File: config.mk
export PLATFORM = sky130hd
export DESIGN_NAME = seven_seg_capture
export DESIGN_NICKNAME = d
export VERILOG_FILES = /design/src/rtl/seven_seg_pkg.sv /design/src/rtl/seg7_decode.sv /design/src/rtl/seven_seg_capture.sv
export SDC_FILE = /design/constraint.sdc
export NUM_CORES = 1
export LEC_CHECK = 0
export ABC_AREA = 1
export CORE_MARGIN = 2
export CORE_UTILIZATION = 45
export DETAILED_ROUTE_END_ITERATION = 10
export PLACE_DENSITY = 0.75
export REMOVE_ABC_BUFFERS = 1
export SLEW_MARGIN = 15
export SYNTH_ARGS = -nofsm -noshare
export SYNTH_HDL_FRONTEND = slang
export SYNTH_SLANG_ARGS = --single-unit
File: constraint.sdc
create_clock -name clk -period 4.3 [get_ports clk]
set_input_delay 1.075 -clock clk [delete_from_list [all_inputs] [get_ports clk]]
set_output_delay 1.075 -clock clk [all_outputs]
set_load 0.01 [all_outputs]
File: src/rtl/seven_seg_pkg.sv
`default_nettype none
// ============================================================================
//  Module   : seven_seg_pkg
//  Purpose  : Shared constants for the seven-segment scan bus: digit count,
//             active-low glyph table (bit 0 = segment a) and filter states.
//  Revision : 1.0  initial release
// ============================================================================
package seven_seg_pkg;

    localparam int NUM_DIGITS = 6;

    // Active-low glyphs, [6:0] = g,f,e,d,c,b,a
    localparam logic [6:0] GLYPH_0 = 7'h40;
    localparam logic [6:0] GLYPH_1 = 7'h79;
    localparam logic [6:0] GLYPH_2 = 7'h24;
    localparam logic [6:0] GLYPH_3 = 7'h30;
    localparam logic [6:0] GLYPH_4 = 7'h19;
    localparam logic [6:0] GLYPH_5 = 7'h12;
    localparam logic [6:0] GLYPH_6 = 7'h02;
    localparam logic [6:0] GLYPH_7 = 7'h78;
    localparam logic [6:0] GLYPH_8 = 7'h00;
    localparam logic [6:0] GLYPH_9 = 7'h10;
    localparam logic [6:0] GLYPH_A = 7'h08;
    localparam logic [6:0] GLYPH_B = 7'h03;
    localparam logic [6:0] GLYPH_C = 7'h46;
    localparam logic [6:0] GLYPH_D = 7'h21;
    localparam logic [6:0] GLYPH_E = 7'h06;
    localparam logic [6:0] GLYPH_F = 7'h0E;

    // Glitch filter states
    typedef enum logic [1:0] {
        HUNT   = 2'd0,
        COUNT  = 2'd1,
        LOCKED = 2'd2
    } filt_state_e;

endpackage : seven_seg_pkg
`default_nettype wire

File: src/rtl/seg7_decode.sv
`default_nettype none
// ============================================================================
//  Module   : seg7_decode
//  Purpose  : Combinational inverse of the display encoder table: maps an
//             active-low 7-bit segment pattern to its hex value and flags
//             patterns that are not one of the sixteen hex glyphs.
//  Revision : 1.0  initial release
// ============================================================================
module seg7_decode
    import seven_seg_pkg::*;
(
    input  logic [6:0] pattern,
    output logic [3:0] value,
    output logic       legal
);

    // Glyph table lookup; anything outside the table is illegal
    always_comb begin
        value = 4'h0;
        legal = 1'b1;
        case (pattern)
            GLYPH_0: value = 4'h0;
            GLYPH_1: value = 4'h1;
            GLYPH_2: value = 4'h2;
            GLYPH_3: value = 4'h3;
            GLYPH_4: value = 4'h4;
            GLYPH_5: value = 4'h5;
            GLYPH_6: value = 4'h6;
            GLYPH_7: value = 4'h7;
            GLYPH_8: value = 4'h8;
            GLYPH_9: value = 4'h9;
            GLYPH_A: value = 4'hA;
            GLYPH_B: value = 4'hB;
            GLYPH_C: value = 4'hC;
            GLYPH_D: value = 4'hD;
            GLYPH_E: value = 4'hE;
            GLYPH_F: value = 4'hF;
            default: legal = 1'b0;
        endcase
    end

endmodule : seg7_decode
`default_nettype wire

File: src/rtl/seven_seg_capture.sv
`default_nettype none
// ============================================================================
//  Module   : seven_seg_capture
//  Purpose  : Samples a multiplexed seven-segment scan bus, filters glitches,
//             decodes each digit and publishes complete frames. Flags illegal
//             glyphs, multi-hot digit selects and a stalled display.
//  Revision : 1.0  initial release
// ============================================================================
module seven_seg_capture #(
    parameter int NUM_DIGITS     = 6,
    parameter int STABLE_CYCLES  = 3,
    parameter int TIMEOUT_CYCLES = 4096
) (
    input  logic                    clk,
    input  logic                    reset,
    input  logic [NUM_DIGITS-1:0]   addr,
    input  logic [7:0]              seg,
    output logic [4*NUM_DIGITS-1:0] digits,
    output logic [NUM_DIGITS-1:0]   dp,
    output logic                    frame_valid,
    output logic                    seg_err,
    output logic                    addr_err,
    output logic                    stale
);
    import seven_seg_pkg::*;

    localparam int              TMO_W    = $clog2(TIMEOUT_CYCLES + 1);
    localparam logic [3:0]      STABLE_C = 4'(STABLE_CYCLES);
    localparam logic [TMO_W-1:0] TMO_MAX = TMO_W'(TIMEOUT_CYCLES);

    // Registered scan inputs
    logic [NUM_DIGITS-1:0]   addr_in_q;
    logic [7:0]              seg_in_q;

    // Filter FSM
    filt_state_e             state_q, state_d;
    logic [NUM_DIGITS-1:0]   last_addr_q, last_addr_d;
    logic [7:0]              last_seg_q, last_seg_d;
    logic [3:0]              cnt_q, cnt_d;
    logic                    accept;

    // Frame assembly
    logic [4*NUM_DIGITS-1:0] shadow_q, shadow_d;
    logic [NUM_DIGITS-1:0]   shadow_dp_q, shadow_dp_d;
    logic [NUM_DIGITS-1:0]   mask_q, mask_d;
    logic [4*NUM_DIGITS-1:0] digits_q, digits_d;
    logic [NUM_DIGITS-1:0]   dp_q, dp_d;
    logic                    frame_valid_q, frame_valid_d;
    logic                    seg_err_q, seg_err_d;
    logic                    addr_err_q, addr_err_d;
    logic [TMO_W-1:0]        tmo_q, tmo_d;
    logic                    stale_q, stale_d;

    logic                    sample_onehot;
    logic                    sample_multi;
    logic                    sample_same;
    logic                    frame_done;
    logic [3:0]              dec_value;
    logic                    dec_legal;

    assign sample_onehot = (addr_in_q != '0) &&
                           ((addr_in_q & (addr_in_q - NUM_DIGITS'(1))) == '0);
    assign sample_multi  = (addr_in_q != '0) && !sample_onehot;
    assign sample_same   = (addr_in_q == last_addr_q) && (seg_in_q == last_seg_q);
    assign frame_done    = &mask_q;

    seg7_decode u_decode (
        .pattern (seg_in_q[6:0]),
        .value   (dec_value),
        .legal   (dec_legal)
    );

    // Input sampling register: one cycle of latency before filtering
    always_ff @(posedge clk or posedge reset) begin
        if (reset) begin
            addr_in_q <= '0;
            seg_in_q  <= '0;
        end else begin
            addr_in_q <= addr;
            seg_in_q  <= seg;
        end
    end

    // Filter FSM state register
    always_ff @(posedge clk or posedge reset) begin
        if (reset) begin
            state_q     <= HUNT;
            last_addr_q <= '0;
            last_seg_q  <= '0;
            cnt_q       <= '0;
        end else begin
            state_q     <= state_d;
            last_addr_q <= last_addr_d;
            last_seg_q  <= last_seg_d;
            cnt_q       <= cnt_d;
        end
    end

    // Filter FSM next state: any change of sample restarts the hunt in place
    always_comb begin
        logic reload;
        state_d     = state_q;
        last_addr_d = last_addr_q;
        last_seg_d  = last_seg_q;
        cnt_d       = cnt_q;
        accept      = 1'b0;
        reload      = 1'b0;
        case (state_q)
            COUNT: begin
                if (sample_same) begin
                    cnt_d = cnt_q + 4'd1;
                    if (cnt_d == STABLE_C) begin
                        accept  = 1'b1;
                        state_d = LOCKED;
                    end
                end else begin
                    reload = 1'b1;
                end
            end
            LOCKED: begin
                if (!sample_same) begin
                    reload = 1'b1;
                end
            end
            default: reload = 1'b1;
        endcase
        if (reload) begin
            if (sample_onehot) begin
                last_addr_d = addr_in_q;
                last_seg_d  = seg_in_q;
                cnt_d       = 4'd1;
                if (STABLE_C == 4'd1) begin
                    accept  = 1'b1;
                    state_d = LOCKED;
                end else begin
                    state_d = COUNT;
                end
            end else begin
                state_d = HUNT;
            end
        end
    end

    // Datapath outputs: shadow update, frame publication, errors, timeout
    always_comb begin
        shadow_d      = shadow_q;
        shadow_dp_d   = shadow_dp_q;
        mask_d        = frame_done ? '0 : mask_q;
        digits_d      = frame_done ? shadow_q : digits_q;
        dp_d          = frame_done ? shadow_dp_q : dp_q;
        frame_valid_d = frame_done;
        seg_err_d     = 1'b0;
        addr_err_d    = sample_multi;
        if (accept) begin
            if (dec_legal) begin
                for (int i = 0; i < NUM_DIGITS; i++) begin
                    if (addr_in_q[i]) begin
                        shadow_d[4*i +: 4] = dec_value;
                        shadow_dp_d[i]     = ~seg_in_q[7];
                        mask_d[i]          = 1'b1;
                    end
                end
            end else begin
                seg_err_d = 1'b1;
                mask_d    = '0;
            end
        end
        // Completion wins over a simultaneous timeout saturation
        if (frame_done) begin
            tmo_d   = '0;
            stale_d = 1'b0;
        end else begin
            tmo_d   = (tmo_q == TMO_MAX) ? tmo_q : tmo_q + TMO_W'(1);
            stale_d = (tmo_d == TMO_MAX) ? 1'b1 : stale_q;
        end
    end

    // Frame, error and timeout registers; stale powers up asserted
    always_ff @(posedge clk or posedge reset) begin
        if (reset) begin
            shadow_q      <= '0;
            shadow_dp_q   <= '0;
            mask_q        <= '0;
            digits_q      <= '0;
            dp_q          <= '0;
            frame_valid_q <= 1'b0;
            seg_err_q     <= 1'b0;
            addr_err_q    <= 1'b0;
            tmo_q         <= '0;
            stale_q       <= 1'b1;
        end else begin
            shadow_q      <= shadow_d;
            shadow_dp_q   <= shadow_dp_d;
            mask_q        <= mask_d;
            digits_q      <= digits_d;
            dp_q          <= dp_d;
            frame_valid_q <= frame_valid_d;
            seg_err_q     <= seg_err_d;
            addr_err_q    <= addr_err_d;
            tmo_q         <= tmo_d;
            stale_q       <= stale_d;
        end
    end

    assign digits      = digits_q;
    assign dp          = dp_q;
    assign frame_valid = frame_valid_q;
    assign seg_err     = seg_err_q;
    assign addr_err    = addr_err_q;
    assign stale       = stale_q;

endmodule : seven_seg_capture
`default_nettype wire

==> summary.txt <==
Place
  – Placed insts: 830
  – DP HPWL: 7580 microns
  – Port bufs: 49
  – Final GP Congestion: 0.953

Floorplanning
  – DIE WIDTH: 113 microns
  – Top Ports: 50
  – Die ar.: 12800 sq um
  – Die Span Y: 113 microns
  – Initial core utilization: 46.7%
  – CORE AREA: 11500 sq um
  – Row cnt: 39

Clock tree
  – Bufs on Longest Clock Path: 2
  – Root buf cell: clkbuf_16
  – Clock transition at path regs: 0.05 ns
  – H-tree depth: 4
  – Sink Count: 117
  – TritonCTS clock tree: built
  – Clk_lat worst skew: 0.41 ns
  – Post-cts sizing count: 0
  – Inserted Clock Buffers: 17
  – Setup bufs post-CTS: 0
  – Hold-fix buffers, CTS: 0

Route
  – Drt wl/cell: 12.9 microns
  – Vias/cell: 5.01
  – Via count: 4320
  – Initial DRC count: 271
  – Post-route ant nets: 0
  – Final wirelength: 11100 microns
  – DRC: 0
  – 1st-pass router iterations: 4

Global routing
  – Vias in the first global route: 4386
  – Gr usage total: 18.8%
  – Largest net degree at the start of global routing: 66
  – Initial antenna violation count: 0
  – Global-route wire length before repair: 19300 microns
  – GR Overflow Total: 0

STA
  – Fmax: 396 MHz
  – Hold Fails Final Rpt: 0
  – Minimum clock period: 2.53 ns
  – Clock skew: 0.00950 ns
  – RSZ-0062 raised after global routing: no
  – Rel. slew slack: 37.5%
  – Worst slew pin tran: 0.932 ns
  – Final Cycle Share: 58.8%
  – Setup tns final: 0 ns
  – Min Hold Slack: 0.468 ns
  – Setup violators final: 0
  – Pins Over Slew Limit: 0

Logic synthesis
  – Yosys Warn Count: 0
  – Synthesized area per cell: 8.25 sq um
  – Post-Syn Instances: 652
  – Syn Std Cell Area: 5380 sq um
  – Number of flops mapped to enable cells by yosys: 0
  – Post-synthesis sequential area ratio: 54.5%
  – Synth Flop Type: dfrtp_1
  – Asr flop ratio synth: 100%
  – Unique masters post-synth: 32
  – Flops & latches, synth: 117

Power
  – Sequential Power Share: 43.4%
  – Switching pwr: 0.000612 W
  – Max VDD drop: 0.000205 V
  – Total design power: 0.00272 W
  – Part of the power in combinational logic: 5.6%
  – Switching Share: 22.5%
  – P_leak: 3.55 nW
  – Pwr dens: 413 nW/um^2
  – Int Pwr: 0.00211 W
  – Clk pwr share: 51.0%

Critical path
  – CP Class: flip-flop to output port
  – Cell chain of the critical path: clkdlybuf4s50_1
  – Crit path DAT: 1.45 ns
  – CP max stage cell: clkdlybuf4s50_1
  – CP required: 3.22 ns
  – Critical Path Max Stage Delay: 0.53 ns
  – Worst Setup End Kind: output port
  – Critical path's top delay family: buffers and inverters
  – Crit start category: flip-flop
  – Crit Path Max Fanout: 2
  – Bufs and invs on worst path: 1

Layout
  – Utilization after layout: 57.2%
  – Final Non-Filler Cells: 862
  – Commonest non-fill, non-tap cell in the layout: nand2_1
  – Final net count: 727
  – Fill cells: 1018
  – Area growth, synth to finish: 22.4%
  – Most frequent cells in the layout: nand2_1, dfrtp_1, nor2_1
  – # diodes: 0
  – Layout cells sized above 1: 7.65%

Hold path
  – Hold/Removal Path Class: flip-flop to flip-flop

Outcome
  – Status: complete, no violations

Job
  – Maxcap violations: 0
-- tightest hold or removal path, stage by stage, from the launching register on --
cell,delay [ns]
dfrtp_1,0.34
nand2_1,0.05
nand2_1,0.05
-- routing by layer --
layer  GRT usage, %  part of all wire, %  vias to the layer above
met5              0                    0                        -
met4           8.94                  2.2                        0
met3           3.37                  3.6                       28
met2           33.0                   52                      104
met1           22.4                   43                     2050
li1               -                    -                     2138
-- synth_stat cells (4+ instances only) --
cell / count / area, sq um
nor2_1: 58 / 218
a21oi_1: 11 / 55.1
dfrtp_1: 116 / 2900
o21ai_0: 27 / 135
buf_2: 6 / 30.0
ha_1: 5 / 62.6
clkbuf_1: 5 / 18.8
nand2_4: 6 / 67.6
nand3_1: 46 / 230
xor2_1: 14 / 123
nand2_1: 263 / 987
nor2_2: 4 / 25.0
nand4_1: 10 / 62.6
inv_1: 52 / 195
-- power by group through the flow --
stage | clock [W] | sequential (W) | combinational [W]
floorplan | 0 | 0.00119 | 0.000109
global placement | 0 | 0.00120 | 0.000147
detailed placement | 0 | 0.00120 | 0.000154
CTS | 0.00140 | 0.00118 | 0.000155
global route | 0.00145 | 0.00119 | 0.000178
finish | 0.00139 | 0.00118 | 0.000153
-- registers in the layout, summed over array words and instances, names as in the netlist --
register / cells
addr_err: 1
addr_in_q: 6
cnt_q: 4
digits: 24
dp: 6
frame_valid: 1
last_addr_q: 6
last_seg_q: 8
mask_q: 6
seg_err: 1
seg_in_q: 8
shadow_dp_q: 6
shadow_q: 24
stale: 1
state_q: 2
tmo_q: 13
-- kinds of logic (layout without fill, tap and decap cells) --
family                     count (synthesis)  count (layout)  synth area share, %
xor gates and xnor gates                  17              17                 2.77
DFF                                      117             117                 54.5
buffers and inverters                     72             139                 5.47
AOI/OAI and AO/OA                         39              39                 3.68
and+or+nand+nor                          402             402                 32.5
adders and majority gates                  5               5                 1.16
-- area by class of cell --
class,count,area (sq um),area share [%]
clock buffers,18,429,6.52
multi-input cells,463,2150,32.7
inverters,56,213,3.23
well taps,143,179,2.72
repair buffers,51,518,7.87
flip-flops and latches,117,2930,44.5
clock inverters,14,160,2.43
-- worst paths after layout --
path | from | to | slack [ns] | cells past startpoint
hold reg to reg | shadow_q[4] | shadow_q[4] | 0.47 | 2
setup / recovery | stale | stale | 1.77 | 1
setup reg to reg | mask_q[4] | mask_q[5] | 1.78 | 9
hold / removal | shadow_q[4] | shadow_q[4] | 0.47 | 2
max in group asynchronous | reset | digits[2] | 2.41 | 3
min in group asynchronous | reset | last_seg_q[4] | 1.16 | 2
-- metrics by stage --
| step | setup WS (ns) | cell area (sq um) |
|---|---|---|
| after floorplan | 0.126 | 5290 |
| after global placement | 1.93 | 5990 |
| after detailed placement | 1.76 | 5990 |
| after CTS | 1.74 | 6580 |
| after global routing | 1.47 | 6580 |
| final | 1.77 | 6580 |
No activity file was read; power rests on OpenSTA's default activity.
==> RTL change: new RTL, same settings <==
Encoding of `filt_state_e`: now one-hot (3 bits for 3 states).
--- a/src/rtl/seven_seg_pkg.sv
+++ b/src/rtl/seven_seg_pkg.sv
@@ -29,8 +29,8 @@
 
     // Glitch filter states
-    typedef enum logic [1:0] {
-        HUNT   = 2'd0,
-        COUNT  = 2'd1,
-        LOCKED = 2'd2
+    typedef enum logic [2:0] {
+        HUNT   = 3'b001,
+        COUNT  = 3'b010,
+        LOCKED = 3'b100
     } filt_state_e;
 
Check against the original RTL: no difference found for any inputs over 10 cycles, from zero or initial values and one cycle with reset high; not proved beyond that.
==> RTL change against the unedited design <==
Worst setup slack lost 82 ps. Cell area grew 1.3%. Largest cell class unchanged. Die area up 2.2%. Area after synthesis up 2.3%. Wire length is 2.6% higher. Combinational power is 7% higher. Sequential cell count increased by 1. Total power up 0.65%.
==> RTL change: results (changes against the unedited design) <==
grt_pass1_wl_um: 19300  # about the same
routed_wl_um: 11400  # was 11,100 µm
outcome: "finished, final reports clean"  # unchanged
max_freq_mhz: 383  # was 396 MHz
avgSynthCellArea_um2: 8.27  # was 8.25 µm²
grtUsageTotal_pct: 18.6  # was 18.8%
slew_headroom_pct: 33.8  # was 37.5%
clk_pin_slew_ps: 60
dp_hpwl_um: 7810  # was 7580 µm
wl_met2_um: 5700  # was 5730 µm
hp-class: "flip-flop to flip-flop"  # unchanged
placed_cell_area_mm2: 0.00608  # was 0.00599 mm²
dp.cells: 845  # was 830
drive_gt1_share_pct: 8.22  # was 7.65%
synthTopCellsByCount: "255 x nand2_1, 116 x dfrtp_1, 59 x nor2_1, 57 x inv_1, 55 x nand3_1"  # was 263 x nand2_1, 116 x dfrtp_1, 58 x nor2_1, 52 x inv_1, 46 x nand3_1
p_leak_nw: 3.53  # was 3.55 nW
yosysSeqAreaShare_pct: 53.7  # was 54.5%
synth_area_mm2: 0.00550  # was 0.00538 mm²
grt_max_degree: 66  # unchanged
fillCellCount: 1019  # was 1,018
cp.arrival_ps: 2900  # was 1450 ps
critical_path.max_fanout: 46  # was 2
met1_length_um: 5010  # was 4720 µm
antenna_cells: 0  # unchanged
cts_setup_buffers: 0  # unchanged
met3_length_um: 503  # was 405 µm
dp_slack_ps: 1670  # was 1760 ps
place_congestion: 0.887  # was 0.953
final_nets: 737  # was 727
globalRouteMet3Util_pct: 5.19  # was 3.37%
reg2regPathDepth: 9  # unchanged
max_stage_delay_ps: 910  # was 530 ps
met1_usage_pct: 23.7  # was 22.4%
yosys_warnings: 0  # unchanged
crit_path_top_delay_cell: "clkinv_1"  # was clkdlybuf4s50_1
ys_types: 35  # was 32
drtIter0Drc: 394  # was 271
swShare_pct: 23.8  # was 22.5%
drt_pass1_iterations: 5  # was 4
antenna_found_initial: 0  # unchanged
vdd_drop_max_v: 0.000224  # was 0.000205 V
cts_buffers: 17  # unchanged
highest_layer: "met4"  # unchanged
cp-startpoint: "mask_q[5]"  # was stale
use_met2_pct: 30.5  # was 33.0%
endpoint: "mask_q[2]"  # was stale
r2r_setup_slack_ps: 1690  # was 1780 ps
async_reset_ff_share_pct: 100  # unchanged
grt_pass1_vias: 4266  # was 4,386
port-buffer-count: 49  # unchanged
synth.area.top_cells: "dfrtp_1 53%, nand2_1 17%, nand3_1 5.0%"  # was dfrtp_1 54%, nand2_1 18%, nand3_1 4.3%
wire_per_inst_um: 13.0  # was 12.9 µm
vias: 4517  # was 4,320
skew_ps: 9.56  # was 9.50 ps
## RTL change: layout make-up
| cell class | instances | area (µm²) | share of cell area [%] |
|---|---|---|---|
| clock inverters | 14 | 151 | 2.27 |
| inverters | 62 | 235 | 3.53 |
| clock buffers | 18 | 439 | 6.58 |
| well taps | 147 | 184 | 2.76 |
| repair buffers | 51 | 518 | 7.77 |
| flip-flops and latches | 118 | 2960 | 44.3 |
| multi-input cells | 467 | 2190 | 32.8 |
## RTL change: critical path, delay by kind of cell, from the launching register on
kind | cells | cell delay (ps)
and+or+nand+nor | 5 | 650
AOI/OAI and AO/OA | 1 | 130
buffers and inverters | 3 | 1350
DFF | 1 | 340
## RTL change: cells by family after synthesis
family	Yosys count	synth area share (%)
XOR/XNOR	15	2.39
AND/OR/NAND/NOR	411	33.0
AO/OA/AOI/OAI	37	3.48
adder cells (fa/ha/maj)	4	0.910
flip-flops	118	53.7
buffers and inverters	80	6.53
## RTL change: power groups by stage
stage | Sequential, mW | Clock (mW) | Combinational [mW]
after floorplan | 1.20 | 0 | 0.117
after global placement | 1.21 | 0 | 0.158
after detailed placement | 1.21 | 0 | 0.165
after CTS | 1.19 | 1.40 | 0.166
after global routing | 1.20 | 1.46 | 0.186
final | 1.19 | 1.38 | 0.163
## RTL change: how the worst min path moves through the flow
| stage | slack, ps | cells after the start | start | endpoint |
|---|---|---|---|---|
| 2_1_floorplan | 440 | 2 | shadow_dp_q[4] | shadow_dp_q[4] |
| 6_report | 470 | 2 | shadow_q[22] | shadow_q[22] |
| 4_1_cts | 470 | 2 | shadow_dp_q[1] | shadow_dp_q[1] |
| 3_5_place_dp | 460 | 2 | shadow_q[2] | shadow_q[2] |
| 3_3_place_gp | 450 | 2 | shadow_q[13] | shadow_q[13] |
| 5_1_grt | 490 | 2 | shadow_q[15] | shadow_q[15] |
